### config.mk
export PLATFORM = sky130hd
export DESIGN_NAME = edgcol_load_sequencer
export DESIGN_NICKNAME = d
export VERILOG_FILES = /design/src/rtl/edgcol_pkg.sv /design/src/rtl/edgcol_load_sequencer.sv
export SDC_FILE = /design/constraint.sdc
export NUM_CORES = 1
export LEC_CHECK = 0
export ABC_AREA = 0
export CAP_MARGIN = 20
export CELL_PAD_IN_SITES_DETAIL_PLACEMENT = 0
export CELL_PAD_IN_SITES_GLOBAL_PLACEMENT = 2
export CORE_ASPECT_RATIO = 1.25
export CORE_MARGIN = 2
export CORE_UTILIZATION = 26
export DETAILED_ROUTE_END_ITERATION = 6
export PLACE_DENSITY_LB_ADDON = 0.1
export SLEW_MARGIN = 20
export SYNTH_ARGS = -nofsm -noshare
export SYNTH_HDL_FRONTEND = slang
export SYNTH_SLANG_ARGS = --single-unit
### constraint.sdc
create_clock -name clk -period 1.6 [get_ports clk]
set_input_delay 0.32 -clock clk [delete_from_list [all_inputs] [get_ports clk]]
set_output_delay 0.32 -clock clk [all_outputs]
set_load 0.01 [all_outputs]
### src/rtl/edgcol_pkg.sv
// Shared constants and state encoding for the edge-collision register file and its load sequencer.
package edgcol_pkg;

  localparam int unsigned EDGCOL_REG_WIDTH  = 32;
  localparam int unsigned EDGCOL_NUM_REGS   = 6;
  localparam int unsigned EDGCOL_ADDR_WIDTH = 3;

  typedef enum logic [2:0] {
    ST_IDLE   = 3'd0,
    ST_LOAD   = 3'd1,
    ST_CLEAR  = 3'd2,
    ST_FINISH = 3'd3,
    ST_DONE   = 3'd4
  } seq_state_t;

endpackage

### src/rtl/edgcol_load_sequencer.sv
// Fills the edge-collision register file: six streamed words (load) or six zeros (clear),
// then pulses done once the last write has been presented to the file.
module edgcol_load_sequencer
  import edgcol_pkg::*;
#(
  parameter int unsigned REG_WIDTH  = EDGCOL_REG_WIDTH,
  parameter int unsigned NUM_REGS   = EDGCOL_NUM_REGS,
  parameter int unsigned ADDR_WIDTH = EDGCOL_ADDR_WIDTH
) (
  input  logic                  clk,
  input  logic                  rst,
  input  logic                  start,
  input  logic                  clear_req,
  input  logic                  abort,
  input  logic                  in_valid,
  input  logic [REG_WIDTH-1:0]  in_data,
  output logic                  in_ready,
  output logic                  busy,
  output logic                  done,
  output logic [ADDR_WIDTH-1:0] wrAddr,
  output logic [REG_WIDTH-1:0]  wrData,
  output logic                  wrEna
);

  localparam logic [ADDR_WIDTH-1:0] LAST_IDX = ADDR_WIDTH'(NUM_REGS - 1);

  seq_state_t            state;
  logic [ADDR_WIDTH-1:0] idx;

  // Abort masks ready in the same cycle so an aborting LOAD never consumes a word.
  assign in_ready = (state == ST_LOAD) && !abort;
  assign busy     = (state != ST_IDLE);

  // Sequencer FSM; idx saturates at LAST_IDX so the write address stays in range.
  always_ff @(posedge clk or posedge rst) begin
    if (rst) begin
      state  <= ST_IDLE;
      idx    <= '0;
      wrEna  <= 1'b0;
      wrAddr <= '0;
      wrData <= '0;
      done   <= 1'b0;
    end else begin
      wrEna <= 1'b0;
      done  <= 1'b0;
      case (state)
        ST_IDLE: begin
          if (start) begin
            idx   <= '0;
            state <= clear_req ? ST_CLEAR : ST_LOAD;
          end
        end
        ST_LOAD: begin
          if (abort) begin
            idx   <= '0;
            state <= ST_IDLE;
          end else if (in_valid) begin
            wrEna  <= 1'b1;
            wrAddr <= idx;
            wrData <= in_data;
            if (idx == LAST_IDX) state <= ST_FINISH;
            else                 idx   <= idx + ADDR_WIDTH'(1);
          end
        end
        ST_CLEAR: begin
          if (abort) begin
            idx   <= '0;
            state <= ST_IDLE;
          end else begin
            wrEna  <= 1'b1;
            wrAddr <= idx;
            wrData <= '0;
            if (idx == LAST_IDX) state <= ST_FINISH;
            else                 idx   <= idx + ADDR_WIDTH'(1);
          end
        end
        ST_FINISH: begin
          done  <= 1'b1;
          state <= ST_DONE;
        end
        ST_DONE: begin
          idx   <= '0;
          state <= ST_IDLE;
        end
        default: begin
          idx   <= '0;
          state <= ST_IDLE;
        end
      endcase
    end
  end

endmodule

**Word level (Yosys, flattened, before mapping)**

Cells that the tools add are included.

- Bits of input ports: 38
- Bits in registers: 43
- Logic and storage cells: 51

- Muxes and demuxes: 26
- $add $sub $neg: 1
- Bitwise gates (word level): 1
- Reduce and logical (&&, ||, !) cells: 8
- Equality and inequality tests: 9

Operators with widths:

| cell | count |
|---|---|
| 32-bit two-way mux | 3 |
| 32-bit case mux with 2 select lines | 1 |
| 3-bit two-way mux | 13 |
| 3-bit case mux with 4 select lines | 2 |
| 2-bit inequality test, second input constant | 4 |
| 3-bit by 2-bit equality test with 1-bit output, second input constant | 2 |
| 3-bit case mux with 2 select lines | 1 |
| 1-bit two-way mux | 4 |
| 4-bit AND reduction | 1 |
| 3-bit by 1-bit adder with 3-bit output, second input constant | 1 |
| 3-bit by 1-bit equality test with 1-bit output, second input constant | 1 |
| 3-bit equality test, second input constant | 1 |
| 3-bit zero test | 1 |
| 3-bit inequality test, second input constant | 1 |
| 3-bit AND reduction | 1 |
| 3-bit nonzero test | 1 |
| 2-bit two-way mux | 1 |
| 1-bit case mux with 2 select lines | 1 |
| 2-bit AND reduction | 1 |
| 2-bit nonzero test | 1 |
| 1-bit logical AND | 1 |
| 1-bit zero test | 1 |
| 1-bit NOT | 1 |

**Depth between registers and ports, before layout**

- Word-level depth: 5
- Mapped depth: 6

**Least setup slack after synthesis**

Ideal clock, no wire load.

- Path kind: register -> register
- From: register state[2]
- To: register wrAddr[0]
- Cell stages (with the launch flop): 6
- Arrival: 1.276 ns
- Slack: 0.200 ns
- Required time: 1.475 ns
- Path through: dfrtp_1 -> buf_2 -> nor2_4 -> o21a_1 -> buf_6 -> mux2_2

- Cells in the longest elaborated chain, start to end: 3
- Elaborated cells between the ends (all ways): 8
- Classes of those cells: eq/ne (5); mux (1); reduce/logical (2)

Ends and longest elaborated chain:

| element | line | source |
|---|---|---|
| from (decl) | edgcol_load_sequencer.sv:27 | `seq_state_t state;` |
| from (signal assigned) | edgcol_load_sequencer.sv:50 | `state <= clear_req ? ST_CLEAR : ST_LOAD;` |
| 3-bit by 1-bit equality test with 1-bit output / 3-bit by 2-bit equality test with 1-bit output (equally long branches) | edgcol_load_sequencer.sv:46 | `case (state)` |
| 2-bit inequality test (no source line) / 2-bit nonzero test (equally long branches) | n/a |  |
| 4-bit AND reduction (no source line) | n/a |  |
| to (signal assigned) | edgcol_load_sequencer.sv:59 | `wrAddr <= idx;` |
| to (signal assigned) | edgcol_load_sequencer.sv:71 | `wrAddr <= idx;` |
| to (decl) | edgcol_load_sequencer.sv:20 | `output logic [ADDR_WIDTH-1:0] wrAddr,` |

Parallel ways exist; a longest one is shown, timed or not.
A chain may end at the register's enable or synchronous reset.

**Worst setup path in the final report**

- From: register state[1]
- To: output port in_ready

- Cells in the longest elaborated chain, start to end: 2

Ends and longest elaborated chain:

| element | line | source |
|---|---|---|
| 3-bit by 1-bit equality test with 1-bit output | edgcol_load_sequencer.sv:31 | `assign in_ready = (state == ST_LOAD) && !abort;` |
| 1-bit logical AND | edgcol_load_sequencer.sv:31 |  |
| to (decl) | edgcol_load_sequencer.sv:17 | `output logic in_ready,` |

Every way passes these cells.

==> summary.md <==
| Metric | Value |
|---|---|
| Final ANT Viol Nets | 0 |
| Critical path, cell by cell | nand2b_1 > nor3_2 > buf_2 |
| GRT overflow | 0 |
| Die Y | 104 um |
| Fill cells | 803 |
| Initial antenna violation count | 0 |
| Setup Viol. Count Final | 0 |
| Worst vdd ir | slightly above 0.0006 V |
| DRC errors left | 0 |
| First-pass GRT wire length | around 8.9 mm |
| Critical-path maximum fanout | 3 |
| Syn avg cell area | 10.4 um2 |
| Total clock sinks | 43 |
| Final period utilization | 0.963 |
| Die footprint | 8800 um2 |
| Final wirelength | 5.43 mm |
| RSZ-0062 raised after global routing | true |
| Pwr/cell area | ~1700 nW/um2 |
| Post-synthesis xor/xnor area fraction | 0.00418 |
| Largest stage delay, worst path | 400 ps |
| Final net count | about 340 |
| Vias per inst | roughly 4.3 |
| Fin. max-slew vios | 0 |
| Wirelength per Cell | 13.8 um |
| Dpl hpwl | 3.70 mm |
| Hold Vio Cnt, Final | 0 |
| Hold_buf cts | 0 |
| Synth warn | 0 |
| Post-synth ARST share | 1.00 |
| # rows | 36 |
| Hold Path Class | input port to asynchronous set/reset pin |
| Cells after Synth | 202 |
| Synth Area in Compound Gates | 0.0740 |
| EDFF count, synth | 0 |
| Post-CTS Setup Inserts | 0 |
| Pin count of the biggest net entering global routing | 44 |
| LEAKAGE | 1.52 nW |
| TritonCTS clock tree | built |
| Critical path class | flop to output port |
| Slowest CP cell | dfrtp_1 |
| Tot Pwr | 0.00549 W |
| Inserted Clock Buffers | 5 |
| Initial Utilization | 0.269 |
| Clock Skews | 5.75 ps |
| Simple-Gate Fraction of Synth Area | 0.118 |
| Vias after detailed routing | 1692 |
| CP arrival | around 1200 ps |
| Post-synth top flop | dfrtp_1 |
| Status | finished clean |
| Post-synthesis sequential area ratio | 0.513 |
| CP startpoint kind | flop |
| Post-route minimum period | 1540 ps |
| Slew HR | 0.744 |
| RD Place Congestion | ~0.71 |
| Area grow syn2layout | 53.8% |
| Commonest non-fill, non-tap cell in the layout | clkdlybuf4s50_1 |
| Largest family of logic cells by synthesized area | multiplexers |
| Core area | 7790 um2 |
| All-Layer GR Usage | 0.126 |
| Max clock buf depth | 2 |
| F_max | ~650 MHz |
| Fin cells | about 400 |
| Worst-Skew Late Latency | 290 ps |
| Total negative setup slack | 0 ps |
| Die width | about 84 um |
| Vias in the first global route | 1770 |
| Syn Nets | around 240 |
| Diode count | 0 |
| Post-synthesis adder-cell area fraction | 0.0119 |
| PortBufs | 76 |
| Worst Setup End Kind | output port |
| Seq cells post-synth | between 40 and 50 |
| Initial DRT Pass Iterations | 4 |
| MaxCap Viol Count | 0 |
| Clk pin slew, worst setup/hold paths | 80 ps |
| Highest-count cells in the layout ignoring fill and taps | clkdlybuf4s50_1, dfrtp_1, inv_1, nand2_1, mux2i_1 |
| Dpl cells | 383 |
| # H-tree levels | 2 |
| Multi-input gate area | 822 um2 |
| Mapped Area | 2100 um2 |
| Distinct cells, synth | 32 |
| Pin slew with the least headroom to its limit | 374 ps |
| Drt first-iter violations | 50 |
| Layout cells sized above 1 | 0.145 |
| I/O pins | 77 |
| Final Hold Slack | 374 ps |
| Worst EP required | 1280 ps |
| Root Buffer | clkbuf_8 |
| Post-synthesis mux area share | 0.169 |
| Register Area | 1080 um2 |
final cells by class:
| class | instances | area share |
|---|---|---|
| Tap cell | 95 | 0.0369 |
| Inverter | 37 | 0.0431 |
| Clock buffer | 6 | 0.0225 |
| Multi-Input combinational cell | 111 | 0.255 |
| Sequential cell | 43 | 0.334 |
| Timing Repair Buffer | 98 | 0.305 |
| Clock inverter | 2 | 0.00388 |
layer usage:
layer  GRT usage  share of wire  vias to the layer above
met5           0              0                        -
met4      0.0380          0.013                        0
met3      0.0325          0.060                        6
met2       0.206           0.48                       50
met1       0.162           0.45                      798
li1            -              -                      838
sequential cells by signal, summed over array words and instances, names as in the netlist:
name,cells
done,1
idx,3
state,3
wrAddr,3
wrData,32
wrEna,1
repair_timing:
| action | 4_1_cts | 5_1_grt |
|---|---|---|
| endpoints found under the setup margin | 3 | 35 |
| cloned | 0 | 1 |
| pin swaps | 1 | 2 |
| resized for setup | 13 | 5 |
cells by family (layout without fill, tap and decap cells):
logic type      Yosys count  after routing
simple gates             54             54
fa+ha+maj                 2              2
buf+inv                  48            143
compound gates           19             19
mux                      35             35
flops                    43             43
xor+xnor                  1              1
final timing paths:
path,start,endpoint,slack (ps),cells after the start
setup / recovery,state[1]$_DFFE_PP0P_,in_ready,60,3
hold / removal,rst,wrData[28]$_DFFE_PP0P_,370,3
setup reg to reg,state[0]$_DFFE_PP0P_,wrData[2]$_DFFE_PP0P_,80,5
hold reg to reg,wrAddr[0]$_DFFE_PP0P_,wrAddr[0]$_DFFE_PP0P_,520,1
max in group asynchronous,rst,wrData[2]$_DFFE_PP0P_,1010,3
min in group clk,wrAddr[0]$_DFFE_PP0P_,wrAddr[0]$_DFFE_PP0P_,520,1
power by group:
group | switching [W] | internal [W] | leakage (nW)
clock | 0.000377 | 0.000306 | 0.0412
sequential | 0.000277 | 0.00159 | 0.522
combinational | 0.00128 | 0.00166 | 0.952
total | 0.00193 | 0.00355 | 1.52
cell usage after synthesis (2+ instances only):
cell type	n	area share
dfrtp_1	43	0.51
inv_1	37	0.066
nand2_1	35	0.063
mux2i_1	32	0.15
buf_4	5	0.018
o211ai_1	5	0.018
buf_6	4	0.021
a21oi_1	3	0.0072
mux2_2	3	0.016
nor2_1	3	0.0054
nor3_1	3	0.0072
o21a_1	3	0.011
and3_1	2	0.0060
ha_1	2	0.012
nand3_1	2	0.0048
nand4_1	2	0.0060
nor2b_1	2	0.0060
o2111ai_1	2	0.0084
metrics by stage:
| step | utilization | setup WS, ps | area (um2) |
|---|---|---|---|
| finish | 0.414 | 59.8 | 3220 |
| global route | 0.414 | -7.83 | 3220 |
| CTS | 0.409 | -6.20 | 3190 |
| detailed placement | 0.395 | -265 | 3080 |
| global placement | 0.395 | -268 | 3080 |
| floorplan | - | 200 | 2100 |
worst max-delay path, delay by kind of cell, from the launching register on:
kind | cells | cell delay, ps
buffers and inverters | 1 | 160
and+or+nand+nor | 2 | 380
DFF | 1 | 400
Note: power is estimated with default switching activity, not from simulation.
